### config.mk
export PLATFORM = sky130hd
export DESIGN_NAME = mem_arbiter
export DESIGN_NICKNAME = d
export VERILOG_FILES = /design/src/rtl/memarb_pkg.sv /design/src/rtl/rr_pick2.sv /design/src/rtl/mem_arbiter.sv
export SDC_FILE = /design/constraint.sdc
export NUM_CORES = 1
export LEC_CHECK = 0
export CAP_MARGIN = 20
export CORE_AREA = 2 2 154 156
export DETAILED_ROUTE_END_ITERATION = 12
export DIE_AREA = 0 0 156 158
export HOLD_SLACK_MARGIN = 0.08
export PLACE_DENSITY_LB_ADDON = 0.3
export SYNTH_ARGS = -nofsm -noshare
export SYNTH_HDL_FRONTEND = slang
export SYNTH_HIERARCHICAL = 1
export SYNTH_SLANG_ARGS = --single-unit
export TNS_END_PERCENT = 100
### constraint.sdc
create_clock -name clk -period 2.8 [get_ports clk]
set_input_delay 0.42 -clock clk [delete_from_list [all_inputs] [get_ports clk]]
set_output_delay 0.42 -clock clk [all_outputs]
set_load 0.01 [all_outputs]
### src/rtl/memarb_pkg.sv
// Shared types and constants for the memory-port arbiter.
//   owner_t     : who owns a grant or an in-flight read (NONE, F, D, G)
//   arb_state_t : lock state of the arbiter (IDLE, LOCKED, COOLDOWN)
//   RD_LAT_MAX  : deepest supported RAM read latency
package memarb_pkg;

    localparam int RD_LAT_MAX = 4;

    typedef enum logic [1:0] {
        NONE = 2'd0,
        F    = 2'd1,
        D    = 2'd2,
        G    = 2'd3
    } owner_t;

    typedef enum logic [1:0] {
        IDLE,
        LOCKED,
        COOLDOWN
    } arb_state_t;

endpackage

### src/rtl/rr_pick2.sv
// Two-way round-robin picker between fetch (f) and load/store (d).
// On contention the requester that did not win last time is picked.
// The last-winner bit only moves when the caller actually issues the pick.
//   clk    : clock
//   rst_n  : synchronous reset, active-high; last winner becomes d
//   req_f  : fetch is eligible this cycle
//   req_d  : load/store is eligible this cycle
//   take   : the pick below is turned into a real grant this cycle
//   pick_f : fetch is picked
//   pick_d : load/store is picked
module rr_pick2
    import memarb_pkg::*;
(
    input  logic clk,
    input  logic rst_n,
    input  logic req_f,
    input  logic req_d,
    input  logic take,
    output logic pick_f,
    output logic pick_d
);

    logic last_d;  // 1: d won the most recent f/d grant

    // NOTE: sequential state uses non-blocking assignments so every register
    // samples the pre-edge values, independent of block ordering.
    always_ff @(posedge clk) begin
        if (rst_n) begin
            last_d <= 1'b1;
        end else if (take) begin
            last_d <= pick_d;
        end
    end

    // NOTE: every combinational output gets a default first, so no path
    // through the block can leave it unassigned and infer a latch.
    always_comb begin
        pick_f = 1'b0;
        pick_d = 1'b0;
        if (req_f && req_d) begin
            pick_f = last_d;
            pick_d = !last_d;
        end else begin
            pick_f = req_f;
            pick_d = req_d;
        end
    end

endmodule

### src/rtl/mem_arbiter.sv
// Single-port RAM arbiter for three requesters: fetch (f), load/store (d),
// debug (g). One access is accepted per cycle; the grant is combinational.
// Debug has fixed top priority, f and d share round-robin. Load/store can lock
// the port for read-modify-write sequences, bounded by MAX_LOCK cycles and
// followed by one cycle in which d is refused. Read responses are routed back
// through an owner-tag shift pipeline matching the RAM read latency.
// Ports:
//   clk, rst_n              : clock; synchronous reset, active-high (1 = reset)
//   x_req/x_we/x_addr/x_wdata (x = f, d, g) : request side
//   x_gnt                   : request accepted this cycle
//   x_rvalid/x_rdata        : read response, RD_LAT cycles after the grant
//   d_lock                  : d keeps the port across consecutive accesses
//   ram_addr_a/ram_w_data_a/ram_wren_a/ram_r_data_a : RAM port A
//   busy                    : reads in flight or lock state not IDLE
module mem_arbiter
    import memarb_pkg::*;
#(
    parameter int RD_LAT   = 1,  // 1..RD_LAT_MAX
    parameter int MAX_LOCK = 8
) (
    input  logic        clk,
    input  logic        rst_n,

    input  logic        f_req,
    input  logic        f_we,
    input  logic [31:0] f_addr,
    input  logic [31:0] f_wdata,
    output logic        f_gnt,
    output logic        f_rvalid,
    output logic [31:0] f_rdata,

    input  logic        d_req,
    input  logic        d_we,
    input  logic [31:0] d_addr,
    input  logic [31:0] d_wdata,
    output logic        d_gnt,
    output logic        d_rvalid,
    output logic [31:0] d_rdata,
    input  logic        d_lock,

    input  logic        g_req,
    input  logic        g_we,
    input  logic [31:0] g_addr,
    input  logic [31:0] g_wdata,
    output logic        g_gnt,
    output logic        g_rvalid,
    output logic [31:0] g_rdata,

    output logic [31:0] ram_addr_a,
    output logic [31:0] ram_w_data_a,
    output logic        ram_wren_a,
    input  logic [31:0] ram_r_data_a,

    output logic        busy
);

    localparam int LAT   = (RD_LAT > RD_LAT_MAX) ? RD_LAT_MAX : ((RD_LAT < 1) ? 1 : RD_LAT);
    localparam int CNT_W = $clog2(MAX_LOCK + 1);

    arb_state_t        state, state_d;
    logic [CNT_W-1:0]  lock_cnt, lock_cnt_d;   // cycles d has held the port, entry grant included
    owner_t            tag_pipe [LAT];
    owner_t            gnt_own;
    owner_t            new_tag;
    owner_t            rsp_own;

    logic lock_hold;
    logic eff_f, eff_d, eff_g;
    logic pick_f, pick_d, take;
    logic any_tag;

    // Eligibility: an active lock shuts out f and g; cooldown shuts out d.
    // Everything is suppressed while reset is asserted.
    always_comb begin
        lock_hold = (state == LOCKED) && d_lock;
        eff_g     = !rst_n && g_req && !lock_hold;
        eff_f     = !rst_n && f_req && !lock_hold;
        eff_d     = !rst_n && d_req && (state != COOLDOWN);
        take      = !eff_g && (eff_f || eff_d);
    end

    rr_pick2 u_rr (
        .clk    (clk),
        .rst_n  (rst_n),
        .req_f  (eff_f),
        .req_d  (eff_d),
        .take   (take),
        .pick_f (pick_f),
        .pick_d (pick_d)
    );

    // Grant selection and RAM port mux.
    always_comb begin
        gnt_own      = NONE;
        ram_addr_a   = '0;
        ram_w_data_a = '0;
        ram_wren_a   = 1'b0;
        if (eff_g) begin
            gnt_own = G;
        end else if (pick_f) begin
            gnt_own = F;
        end else if (pick_d) begin
            gnt_own = D;
        end

        case (gnt_own)
            F: begin
                ram_addr_a   = f_addr;
                ram_w_data_a = f_wdata;
                ram_wren_a   = f_we;
            end
            D: begin
                ram_addr_a   = d_addr;
                ram_w_data_a = d_wdata;
                ram_wren_a   = d_we;
            end
            G: begin
                ram_addr_a   = g_addr;
                ram_w_data_a = g_wdata;
                ram_wren_a   = g_we;
            end
            default: ;
        endcase

        f_gnt   = (gnt_own == F);
        d_gnt   = (gnt_own == D);
        g_gnt   = (gnt_own == G);
        new_tag = (gnt_own != NONE && !ram_wren_a) ? gnt_own : NONE;
    end

    // Lock state machine. Dropping d_lock while LOCKED falls through to the
    // normal arbitration path in the same cycle. The forced release happens
    // once d has held the port MAX_LOCK cycles, counting the entry grant.
    always_comb begin
        state_d    = state;
        lock_cnt_d = lock_cnt;
        if (state == COOLDOWN) begin
            state_d    = IDLE;
            lock_cnt_d = '0;
        end else if (lock_hold) begin
            lock_cnt_d = lock_cnt + CNT_W'(1);
            if (lock_cnt >= CNT_W'(MAX_LOCK - 1)) begin
                state_d = COOLDOWN;
            end
        end else if (gnt_own == D && d_lock) begin
            lock_cnt_d = CNT_W'(1);
            state_d    = (MAX_LOCK <= 1) ? COOLDOWN : LOCKED;
        end else begin
            state_d    = IDLE;
            lock_cnt_d = '0;
        end
    end

    always_ff @(posedge clk) begin
        if (rst_n) begin
            state    <= IDLE;
            lock_cnt <= '0;
        end else begin
            state    <= state_d;
            lock_cnt <= lock_cnt_d;
        end
    end

    // NOTE: the tag pipeline is control state, not storage: it must be cleared
    // on reset so reads in flight at reset are dropped rather than delivered.
    always_ff @(posedge clk) begin
        if (rst_n) begin
            for (int i = 0; i < LAT; i++) begin
                tag_pipe[i] <= NONE;
            end
        end else begin
            tag_pipe[0] <= new_tag;
            for (int i = 1; i < LAT; i++) begin
                tag_pipe[i] <= tag_pipe[i-1];
            end
        end
    end

    // Response routing; outputs are forced quiet during reset because the
    // pipeline itself only clears at the reset edge.
    always_comb begin
        any_tag = 1'b0;
        for (int i = 0; i < LAT; i++) begin
            if (tag_pipe[i] != NONE) begin
                any_tag = 1'b1;
            end
        end
        rsp_own  = rst_n ? NONE : tag_pipe[LAT-1];
        f_rvalid = (rsp_own == F);
        d_rvalid = (rsp_own == D);
        g_rvalid = (rsp_own == G);
        f_rdata  = f_rvalid ? ram_r_data_a : '0;
        d_rdata  = d_rvalid ? ram_r_data_a : '0;
        g_rdata  = g_rvalid ? ram_r_data_a : '0;
        busy     = !rst_n && (any_tag || state != IDLE);
    end

endmodule

==> results.md, run 1 <==
* Count of cell types in the netlist at 34
* Largest net degree at the start of global routing at 34
* Number of antenna violations at the first check in global routing at 1
* Via Count at about 4,000
* Synth warn at 6
* Clock tree from TritonCTS: done
* IO Pins at 401
* DRT Pass-1 Iters at 4
* Peak fanout along the critical path at 6
* Gp weighted congestion at 0.7185
* Net count after synthesis at ~550
* Root buffer cell: sky130_fd_sc_hd__clkbuf_16
* Largest incremental delay on the critical path at 290 ps
* Starting density of the core at between 10% and 20%
* Proportion of synthesized flip-flops having asynchronous set or reset at 0%
* Setup tns final at 0 ps
* Horizontal die dimension at around 160 um
* Arrival @ worst endpoint at about 2300 ps
* Ant diodes at 0
* PwrDens at ~180 nW/um^2
* Via count of the first global-routing pass at slightly above 4,000
* Post-layout power at ~1.3 mW
* H-tree depth at 1
* Number of slew-limit violations in the final report at 0
* Worst Hold Class: register to register
* Source of the critical timing path: d_lock
* Area added between synthesis and finish at 188.1%
* Floorplan core area at about 23,000 um^2
* Critical path cell sequence: clkdlybuf4s15_1 > nand3b_1 > and3b_2 > a21boi_4 > nor2b_4 > buf_12 > buf_16 > buf_4 > a22o_1 > mux2_1 > buf_2
* Global Route Usage Sum at roughly an eighth
* Data required time of the critical path at ~2400 ps
* Top cells by area, synth: sky130_fd_sc_hd__and2_1 (24%), sky130_fd_sc_hd__a22o_1 (22%), sky130_fd_sc_hd__mux2_2 (18%)
* Proportion of synthesized chip area in sequential cells at under 10%
* Worst reg2reg startpoint: state[1]
* RSZ-0062 raised after global routing: no
* CTS Sinks at 9
* Top flip-flop cell by instance count after synthesis: sky130_fd_sc_hd__dfxtp_1
* Max cap viols at 0
* Remaining Overflow, GRT at 0
* Post-cts hold buffer count at 0
* EDFF count, synth at 0
* Startpoint of the lowest-slack hold path: lock_cnt[0]
* Crit-path slowest cell: sky130_fd_sc_hd__mux2_1
* Time the worst path needs with I/O delays and setup at between 2000 and 3000 ps
* Crit Path Class: input port to output pin
* Post-route fraction of the period consumed by the critical path at a little over nine tenths
* Y dimension of the die at roughly 160 um
* Number of synthesized register bits at 9
* Count leader, synth: sky130_fd_sc_hd__and2_1
* Worst-case clock skew at 3.273 ps
* Synth area leader: sky130_fd_sc_hd__and2_1
* Clock latency reported for the late side of the worst-skew pair at between 200 and 250 ps
* Average detailed-routed wire length per instance at 16.24 um
* Type of element launching the critical path: input port
* Number of hold violations in the final report at 0
* Status: finished clean
* Placement row count at between 50 and 60
* Worst voltage drop across the vdd grid at between 0.1 and 0.15 mV
* Most frequent cells after synthesis: sky130_fd_sc_hd__and2_1 (98), sky130_fd_sc_hd__a22o_1 (65), sky130_fd_sc_hd__mux2_2 (40), sky130_fd_sc_hd__mux2_1 (25), sky130_fd_sc_hd__buf_2 (15)
* Share of cells above drive strength 1 at ~21%
* Wire length of the first global-routing pass at ~23,000 um
* Number of buffers inserted during clock tree synthesis at 3
* Static leakage at ~3 nW
* Via density per instance at a little under 4
* Die Footprint at ~25,000 um^2
* Count of antenna-violating nets left after detailed routing at 0
* Mean instance size in the synthesized netlist at slightly above 8 um^2
* Final setup viols at 0
* Maximum operating frequency at 368.2 MHz
* Number of standard cells after synthesis at around 310
* Clock Path Buffers at 2
* Synth top area share at 24.07%
* Drt drc at 0
* Port Buf Inserts at 400
* Syn Std Cell Area at 2547 um^2
* Slew at the pin closest to its max-slew limit at roughly 350 ps
* Clock slew seen by the registers of the worst setup and hold paths at ~40 ps
* Total detailed-routing wirelength at about 17,000 um
* Number of violations reported at the end of detailed-routing iteration 0 at between 100 and 150
* Post-detail-place hpwl at ~13,000 um
* Worst setup EP type: output pin
* Total number of nets in the final design at ~970
* Max-slew headroom at the worst pin at 76.71%
[through the flow]
step / std cells / hold WS [ps] / utilization (%) / setup WS (ps) / instance area [um^2]
after floorplan: 312 / 441.7 / - / 324.1 / 2547
after global placement: 1005 / 468.3 / 30.98 / -436.0 / 7141
after detailed placement: 1005 / 469.9 / 30.98 / -439.4 / 7141
after CTS: 1026 / 475.6 / 31.68 / 2.538 / 7302
after global routing: 1027 / 478.9 / 31.83 / 2.218 / 7338
final: 1027 / 474.2 / 31.83 / 84.39 / 7338
[critical path: cells and delay by family]
family          cells  cell delay [ps]
mux                 1              290
simple gates        3              420
buf+inv             5              730
compound gates      2              430
[cells in the final DEF (no fill, tap or decap), types with 3 or more instances in the layout]
cell type	instances
sky130_fd_sc_hd__buf_6	7
sky130_fd_sc_hd__clkbuf_16	3
sky130_fd_sc_hd__and2_1	98
sky130_fd_sc_hd__buf_4	31
sky130_fd_sc_hd__a22o_1	65
sky130_fd_sc_hd__mux2_1	21
sky130_fd_sc_hd__dlygate4sd2_1	13
sky130_fd_sc_hd__clkdlybuf4s50_1	329
sky130_fd_sc_hd__clkdlybuf4s15_1	11
sky130_fd_sc_hd__mux2_2	40
sky130_fd_sc_hd__nor2b_1	3
sky130_fd_sc_hd__buf_2	37
sky130_fd_sc_hd__dfxtp_1	8
sky130_fd_sc_hd__mux2_4	4
sky130_fd_sc_hd__clkbuf_2	5
sky130_fd_sc_hd__buf_12	13
sky130_fd_sc_hd__nor2_1	7
sky130_fd_sc_hd__buf_16	3
[where the power goes]
| group | leakage, nW | internal (mW) | switching (mW) | total (mW) |
|---|---|---|---|---|
| registers | 0.0737 | 0.132 | 0.00305 | 0.135 |
| logic | 2.97 | 0.629 | 0.322 | 0.951 |
| clock network | 0.0382 | 0.191 | 0.0710 | 0.262 |
[worst paths after layout]
kind	endpoint	depth (start not counted)	slack [ps]
setup reg to reg	tag_pipe[0][0]	7	880
setup / recovery	ram_addr_a[2]	11	80
hold reg to reg	lock_cnt[0]	1	470
hold / removal	lock_cnt[0]	1	470
[sequential cells by signal (all words and copies together), names as in the netlist]
register	cells
tag_pipe	2
state	2
lock_cnt	4
u_rr/last_d	1
[final cells by class]
| class | count | area (um^2) |
|---|---|---|
| fillers | 2408 | 15710 |
| flip-flops and latches | 9 | 181.4 |
| multi-input cells | 268 | 2235 |
| well taps | 290 | 362.8 |
| inverters | 3 | 11.26 |
| repair buffers | 453 | 4469 |
| clock buffers | 4 | 78.83 |
[cell families (layout without fill, tap and decap cells)]
logic type	Yosys count	in the layout	synth area share, %
AOI/OAI and AO/OA	72	72	24.17
xor gates and xnor gates	3	3	1.032
adders and majority gates	1	1	0.4911
buffers and inverters	35	460	7.220
DFF	9	9	7.073
muxes	67	67	29.52
and+or+nand+nor	125	125	30.50
[routing by layer]
metal	up-vias	share of wire, %	GRT usage (%)
met5	-	0.078	0
met4	2	1.9	3.102
met3	20	10	3.093
met2	253	52	23.32
met1	1789	36	13.44
li1	1989	-	-
[timing repair]
item / 4_1_cts / 5_1_grt
pin swaps: 2 / 1
cloned: 5 / 0
setup buffers: 12 / 1
resized for setup: 215 / 21
setup endpoints to repair: 67 / 48
Note: power is estimated with default switching activity, not from simulation.
==> run 2, diff against run 1 <==
- MAX_ROUTING_LAYER: default -> met4
==> run 2 against run 1 <==
  * Clock power hardly changed
  * Power increased by 0.13%
  * Critical endpoint is now ram_addr_a[31]
  * Critical path type unchanged
  * Clock skew about the same
  * Design area increased by 0.10%
  * Worst hold slack hardly changed
==> results.md, run 2 (synthesized netlist as in run 1, its figures left out) <==
* Status: finished clean
* Post-route cell area at 7346 um^2
* Average detailed-routed wire length per instance at ~16 um
* Static leakage at around 3 nW
* Time the worst path needs with I/O delays and setup at 2716 ps
* Total detailed-routing wirelength at 16,700 um
* Via density per instance at between 3 and 4
* Cell type with the highest occurrence count on the critical path: sky130_fd_sc_hd__buf_4
* RSZ-0062 raised after global routing: no
* Post-route fraction of the period consumed by the critical path at 96.99%
* Clock latency reported for the late side of the worst-skew pair at roughly 240 ps
* Max-slew headroom at the worst pin at approximately three quarters
* Crit Path Class: input port to output pin
* Most common cell after layout, fill and taps aside: sky130_fd_sc_hd__clkdlybuf4s50_1
* Via Count at roughly 4,000
* Port Buf Inserts at 400
* Flip-flop count of the largest register, all copies and words added at 4
* Root buffer cell: sky130_fd_sc_hd__clkbuf_16
* Post-detail-place hpwl at roughly 13,000 um
* CP Buf/Inv Count at 5
* Cell Int Power at 0.9533 mW
* Number of violations reported at the end of detailed-routing iteration 0 at approximately 150
* Switching component of the power at 0.3973 mW
* Proportion of total power due to net switching at between 20 and 30%
* Leading cell types in the layout, fill and taps excluded: sky130_fd_sc_hd__clkdlybuf4s50_1 (329), sky130_fd_sc_hd__and2_1 (98), sky130_fd_sc_hd__a22o_1 (65)
* PnR worst setup slack at 84.20 ps
* DRT Pass-1 Iters at 4
* Arrival @ worst endpoint at around 2300 ps
* Gp weighted congestion at slightly above 0.7
* Horizontal die dimension at 156 um
* Maximum operating frequency at 368.2 MHz
* Share of cells above drive strength 1 at between 20% and 30%
* Count of antenna-violating nets left after detailed routing at 0
* Via count of the first global-routing pass at around 4,000
* Remaining Overflow, GRT at 0
* Crit-path leading delay family: buffers and inverters
* Number of buffers inserted during clock tree synthesis at 3
* IO Pins at between 400 and 500
* Type of element launching the critical path: input port
* Data required time of the critical path at ~2400 ps
* Y dimension of the die at between 150 and 200 um
* Final setup viols at 0
* Max cap viols at 0
* Starting density of the core at between 10% and 20%
* Number of slew-limit violations in the final report at 0
* Largest net degree at the start of global routing at 34
* Largest incremental delay on the critical path at between 200 and 300 ps
* Global Route Usage Sum at 12.58%
* Floorplan core area at 23,050 um^2
* Clock Path Buffers at 2
* Clock tree from TritonCTS: done
* Peak fanout along the critical path at 6
* Portion of total power attributed to combinational logic at between 70% and 80%
* Worst setup EP type: output pin
* Worst voltage drop across the vdd grid at between 0.1 and 0.15 mV
* Crit-path slowest cell: sky130_fd_sc_hd__mux2_4
* Total number of nets in the final design at 972
* Number of antenna violations at the first check in global routing at 1
* Worst Hold Class: register to register
* Slew at the pin closest to its max-slew limit at 346.3 ps
* Wire length of the first global-routing pass at ~23,000 um
* Placed cell areas at a little over 7000 um^2
* Placement row count at 56
* Clock slew seen by the registers of the worst setup and hold paths at ~40 ps
* Worst slack at placement at -439.4 ps
* H-tree depth at 1
* Number of hold violations in the final report at 0
* Die Footprint at 24,650 um^2
* Largest registers: lock_cnt x4, state x2, tag_pipe x2
* Clock share of power at 19.4%
* CTS Sinks at 9
* Sequential share of power at roughly a tenth
* Post-cts hold buffer count at 0
* Area added between synthesis and finish at 188.4%
* PwrDens at between 150 and 200 nW/um^2
* Critical path cell sequence: clkdlybuf4s15_1 > nand3b_1 > and3b_2 > a21boi_4 > nor2b_4 > buf_12 > buf_4 > buf_4 > a22o_1 > mux2_4 > buf_2
* Largest Register: lock_cnt
* Drt drc at 0
* Worst-case clock skew at between 3 and 4 ps
-- run 2: area by class of cell --
cell class	instances	area (um^2)
timing repair buffer	453	4474
multi-input combinational	268	2235
sequential	9	181.4
tap	290	362.8
fill	2407	15710
inverter	3	11.26
antenna	1	2.502
clock buffer	4	78.83
-- run 2: path summary, 6_finish.rpt --
| check | cells past startpoint | from | slack (ps) | end |
|---|---|---|---|---|
| worst max-delay path | 11 | d_lock | 80 | ram_addr_a[31] |
| worst min-delay path | 1 | lock_cnt[0] | 470 | lock_cnt[0] |
| worst max register to register | 7 | state[1] | 880 | tag_pipe[0][0] |
| worst min register to register | 1 | lock_cnt[0] | 470 | lock_cnt[0] |
-- run 2: repair_timing --
item                                    CTS  global route
resized for setup                       215            20
pin swaps                                 2             1
gates cloned                              5             0
setup buffers                            12             1
endpoints found under the setup margin   67            48
-- run 2: per-layer routing --
| metal | track usage, % | up-vias | wire (um) |
|---|---|---|---|
| li1 | - | 1987 | - |
| met1 | 14.18 | 1806 | 6412 |
| met2 | 23.30 | 241 | 8703 |
| met3 | 1.944 | 18 | 1293 |
| met4 | 3.102 | 0 | 292 |
| met5 | - | - | 0 |
-- run 2: metrics by stage --
stage | utilization (%) | cells | total power [mW] | setup TNS, ps | hold slack, ps
2_1_floorplan | - | 312 | 0.4386 | 0 | 441.7
3_3_place_gp | 30.98 | 1005 | 1.103 | -24350 | 468.3
3_5_place_dp | 30.98 | 1005 | 1.099 | -24140 | 469.9
4_1_cts | 31.68 | 1026 | 1.355 | 0 | 475.6
5_1_grt | 31.87 | 1028 | 1.423 | 0 | 478.9
6_report | 31.87 | 1028 | 1.351 | 0 | 474.2
-- run 2: power groups by stage --
| stage | registers (mW) | logic (mW) | clock network, mW |
|---|---|---|---|
| after CTS | 0.135 | 0.956 | 0.264 |
| after floorplan | 0.137 | 0.302 | 0 |
| after detailed placement | 0.137 | 0.961 | 0 |
| after global routing | 0.136 | 1.02 | 0.269 |
| final | 0.135 | 0.953 | 0.262 |
| after global placement | 0.137 | 0.966 | 0 |
==> run 3, diff against run 2 <==
- CELL_PAD_IN_SITES_DETAIL_PLACEMENT: default -> 0
- CELL_PAD_IN_SITES_GLOBAL_PLACEMENT: default -> 1
- CORE_AREA: 2 2 154 156 -> 2 2 156 158
- DIE_AREA: 0 0 156 158 -> 0 0 158 160
==> run 3 against run 2 <==
  * Cell count grew 1.6%
  * Register-to-register slack about the same
  * Power fell by 5.7%
  * Die area is 2.6% higher
  * Combinational power decreased by 6.4%
  * Sequential share of layout area increased by 0.074 points
  * Critical path depth fell by 1
  * First-iteration DRC count fell by 30%
  * Largest power group unchanged
==> results.md, run 3 (synthesized netlist as in run 1, its figures left out) <==
* Status: finished clean
* Cell depth of the worst hold path at 1
* Final setup viols at 0
* H-tree depth at 1
* PnR worst setup slack at about 110 ps
* Area added between synthesis and finish at 178.0%
* Critical path cell sequence: nand3b_1 > and3b_2 > buf_4 > a21boi_2 > nor2b_4 > buf_12 > clkbuf_16 > a22o_1 > mux2_2 > clkbuf_2
* Via Count at 3,943
* Leading cell types in the layout, fill and taps excluded: sky130_fd_sc_hd__clkdlybuf4s50_1 (329), sky130_fd_sc_hd__and2_1 (98), sky130_fd_sc_hd__a22o_1 (65)
* DRT Pass-1 Iters at 4
* Clock Path Buffers at 2
* Post-route fraction of the period consumed by the critical path at just under 100%
* Root buffer cell: sky130_fd_sc_hd__clkbuf_16
* Port Buf Inserts at 400
* Maximum operating frequency at around 370 MHz
* Max-slew headroom at the worst pin at about 73%
* Crit-path slowest cell: sky130_fd_sc_hd__dfxtp_1
* Clock latency reported for the late side of the worst-skew pair at ~230 ps
* Worst slack at placement at -420.8 ps
* Clock tree from TritonCTS: done
* Hold Crit Endpoint: lock_cnt[0]
* Number of slew-limit violations in the final report at 0
* Global Route Usage Sum at a little under an eighth
* Total detailed-routing wirelength at approximately 16,000 um
* Startpoint of the lowest-slack hold path: lock_cnt[0]
* Starting density of the core at 10.69%
* Worst reg-to-reg setup slack at a little under 900 ps
* Via density per instance at between 3 and 4
* Worst Hold Class: register to register
* Reg-to-reg endpoint: u_rr/last_d
* Largest net degree at the start of global routing at 64
* Data required time of the critical path at ~2400 ps
* CP Buf/Inv Count at 4
* Crit Path Class: register to output pin
* Worst reg2reg startpoint: state[1]
* Average detailed-routed wire length per instance at ~16 um
* Largest incremental delay on the critical path at around 310 ps
* Static leakage at a little under 3 nW
* Number of antenna violations at the first check in global routing at 0
* IO Pins at ~400
* Number of violations reported at the end of detailed-routing iteration 0 at approximately 100
* Number of hold violations in the final report at 0
* Clock slew seen by the registers of the worst setup and hold paths at ~40 ps
* Horizontal die dimension at between 150 and 200 um
* Depth of the most critical reg-to-reg path at 8
* Most common cell after layout, fill and taps aside: sky130_fd_sc_hd__clkdlybuf4s50_1
* Total number of nets in the final design at approximately 960
* Worst setup EP type: output pin
* Number of buffers inserted during clock tree synthesis at 3
* Die Footprint at around 25,000 um^2
* Y dimension of the die at around 160 um
* Arrival @ worst endpoint at about 2300 ps
* Count of antenna-violating nets left after detailed routing at 0
* Slew at the pin closest to its max-slew limit at about 400 ps
* Via count of the first global-routing pass at 3,991
* Floorplan core area at around 24,000 um^2
* Drt drc at 0
* Largest registers: lock_cnt x4, state x2, tag_pipe x2
* Max cap viols at 0
* Worst-case clock skew at roughly 0.65 ps
* Post-cts hold buffer count at 0
* PwrDens at 179.7 nW/um^2
* Cell count after placement at between 1,000 and 1,500
* Type of element launching the critical path: register
* Gp weighted congestion at approximately 0.74
* Layout Cells excl Fill at around 1,000
* Ant diodes at 0
* Flip-flop count of the largest register, all copies and words added at 4
* Wire length of the first global-routing pass at between 20,000 and 25,000 um
* Worst voltage drop across the vdd grid at ~0.16 mV
* Crit-path leading delay family: simple AND/OR/NAND/NOR gates
* Time the worst path needs with I/O delays and setup at 2693 ps
* Peak fanout along the critical path at 8
* Layout fillers at about 2,600
* Placement row count at 57
* CTS Sinks at 9
* Largest Register: lock_cnt
* Remaining Overflow, GRT at 0
* Post-detail-place hpwl at approximately 13,000 um
* Share of cells above drive strength 1 at about a fifth
run 3: where the power goes:
group / internal (mW) / leakage (nW) / total, mW / switching [mW]
logic: 0.580 / 2.85 / 0.892 / 0.312
clock network: 0.190 / 0.0382 / 0.245 / 0.0556
registers: 0.132 / 0.0732 / 0.136 / 0.00354
total: 0.902 / 2.96 / 1.27 / 0.371
run 3: stage by stage:
step	util [%]	power, mW	area (um^2)	hold WS (ps)	TNS (ps)
after floorplan	-	0.4386	2547	441.7	0
after global placement	29.96	1.095	7136	469.1	-23760
after detailed placement	29.96	1.089	7136	464.9	-23920
after CTS	29.10	1.261	6933	500.8	-155.9
after global routing	29.74	1.349	7083	541.3	-80.13
final	29.74	1.273	7083	492.0	0
run 3: per-layer routing:
metal  routed length [um]  GRT usage [%]
met5                    0              -
met4                   91          1.229
met1                 6370          12.76
met2                 8538          22.15
met3                 1308          1.628
run 3: worst max-delay path by stage:
stage | from | depth (start not counted) | to
2_1_floorplan | rst_n | 9 | ram_w_data_a[14]
3_3_place_gp | d_lock | 10 | ram_addr_a[8]
3_5_place_dp | d_lock | 10 | ram_addr_a[8]
4_1_cts | f_req | 9 | ram_w_data_a[30]
5_1_grt | state[1] | 10 | ram_w_data_a[23]
6_report | state[1] | 10 | ram_w_data_a[30]
run 3: area by class of cell:
| class | count | area [um^2] | area share [%] |
|---|---|---|---|
| Inverter | 3 | 11.26 | 0.1590 |
| Multi-Input combinational cell | 268 | 2215 | 31.27 |
| Clock buffer | 4 | 78.83 | 1.113 |
| Tap cell | 324 | 405.4 | 5.723 |
| Sequential cell | 9 | 180.2 | 2.544 |
| Timing Repair Buffer | 436 | 4193 | 59.19 |
run 3: what timing repair did:
action | CTS | global route
setup buffers | 0 | 4
gates cloned | 0 | 5
setup endpoints to repair | 67 | 61
gates resized for setup | 245 | 11
pin swaps | 2 | 4
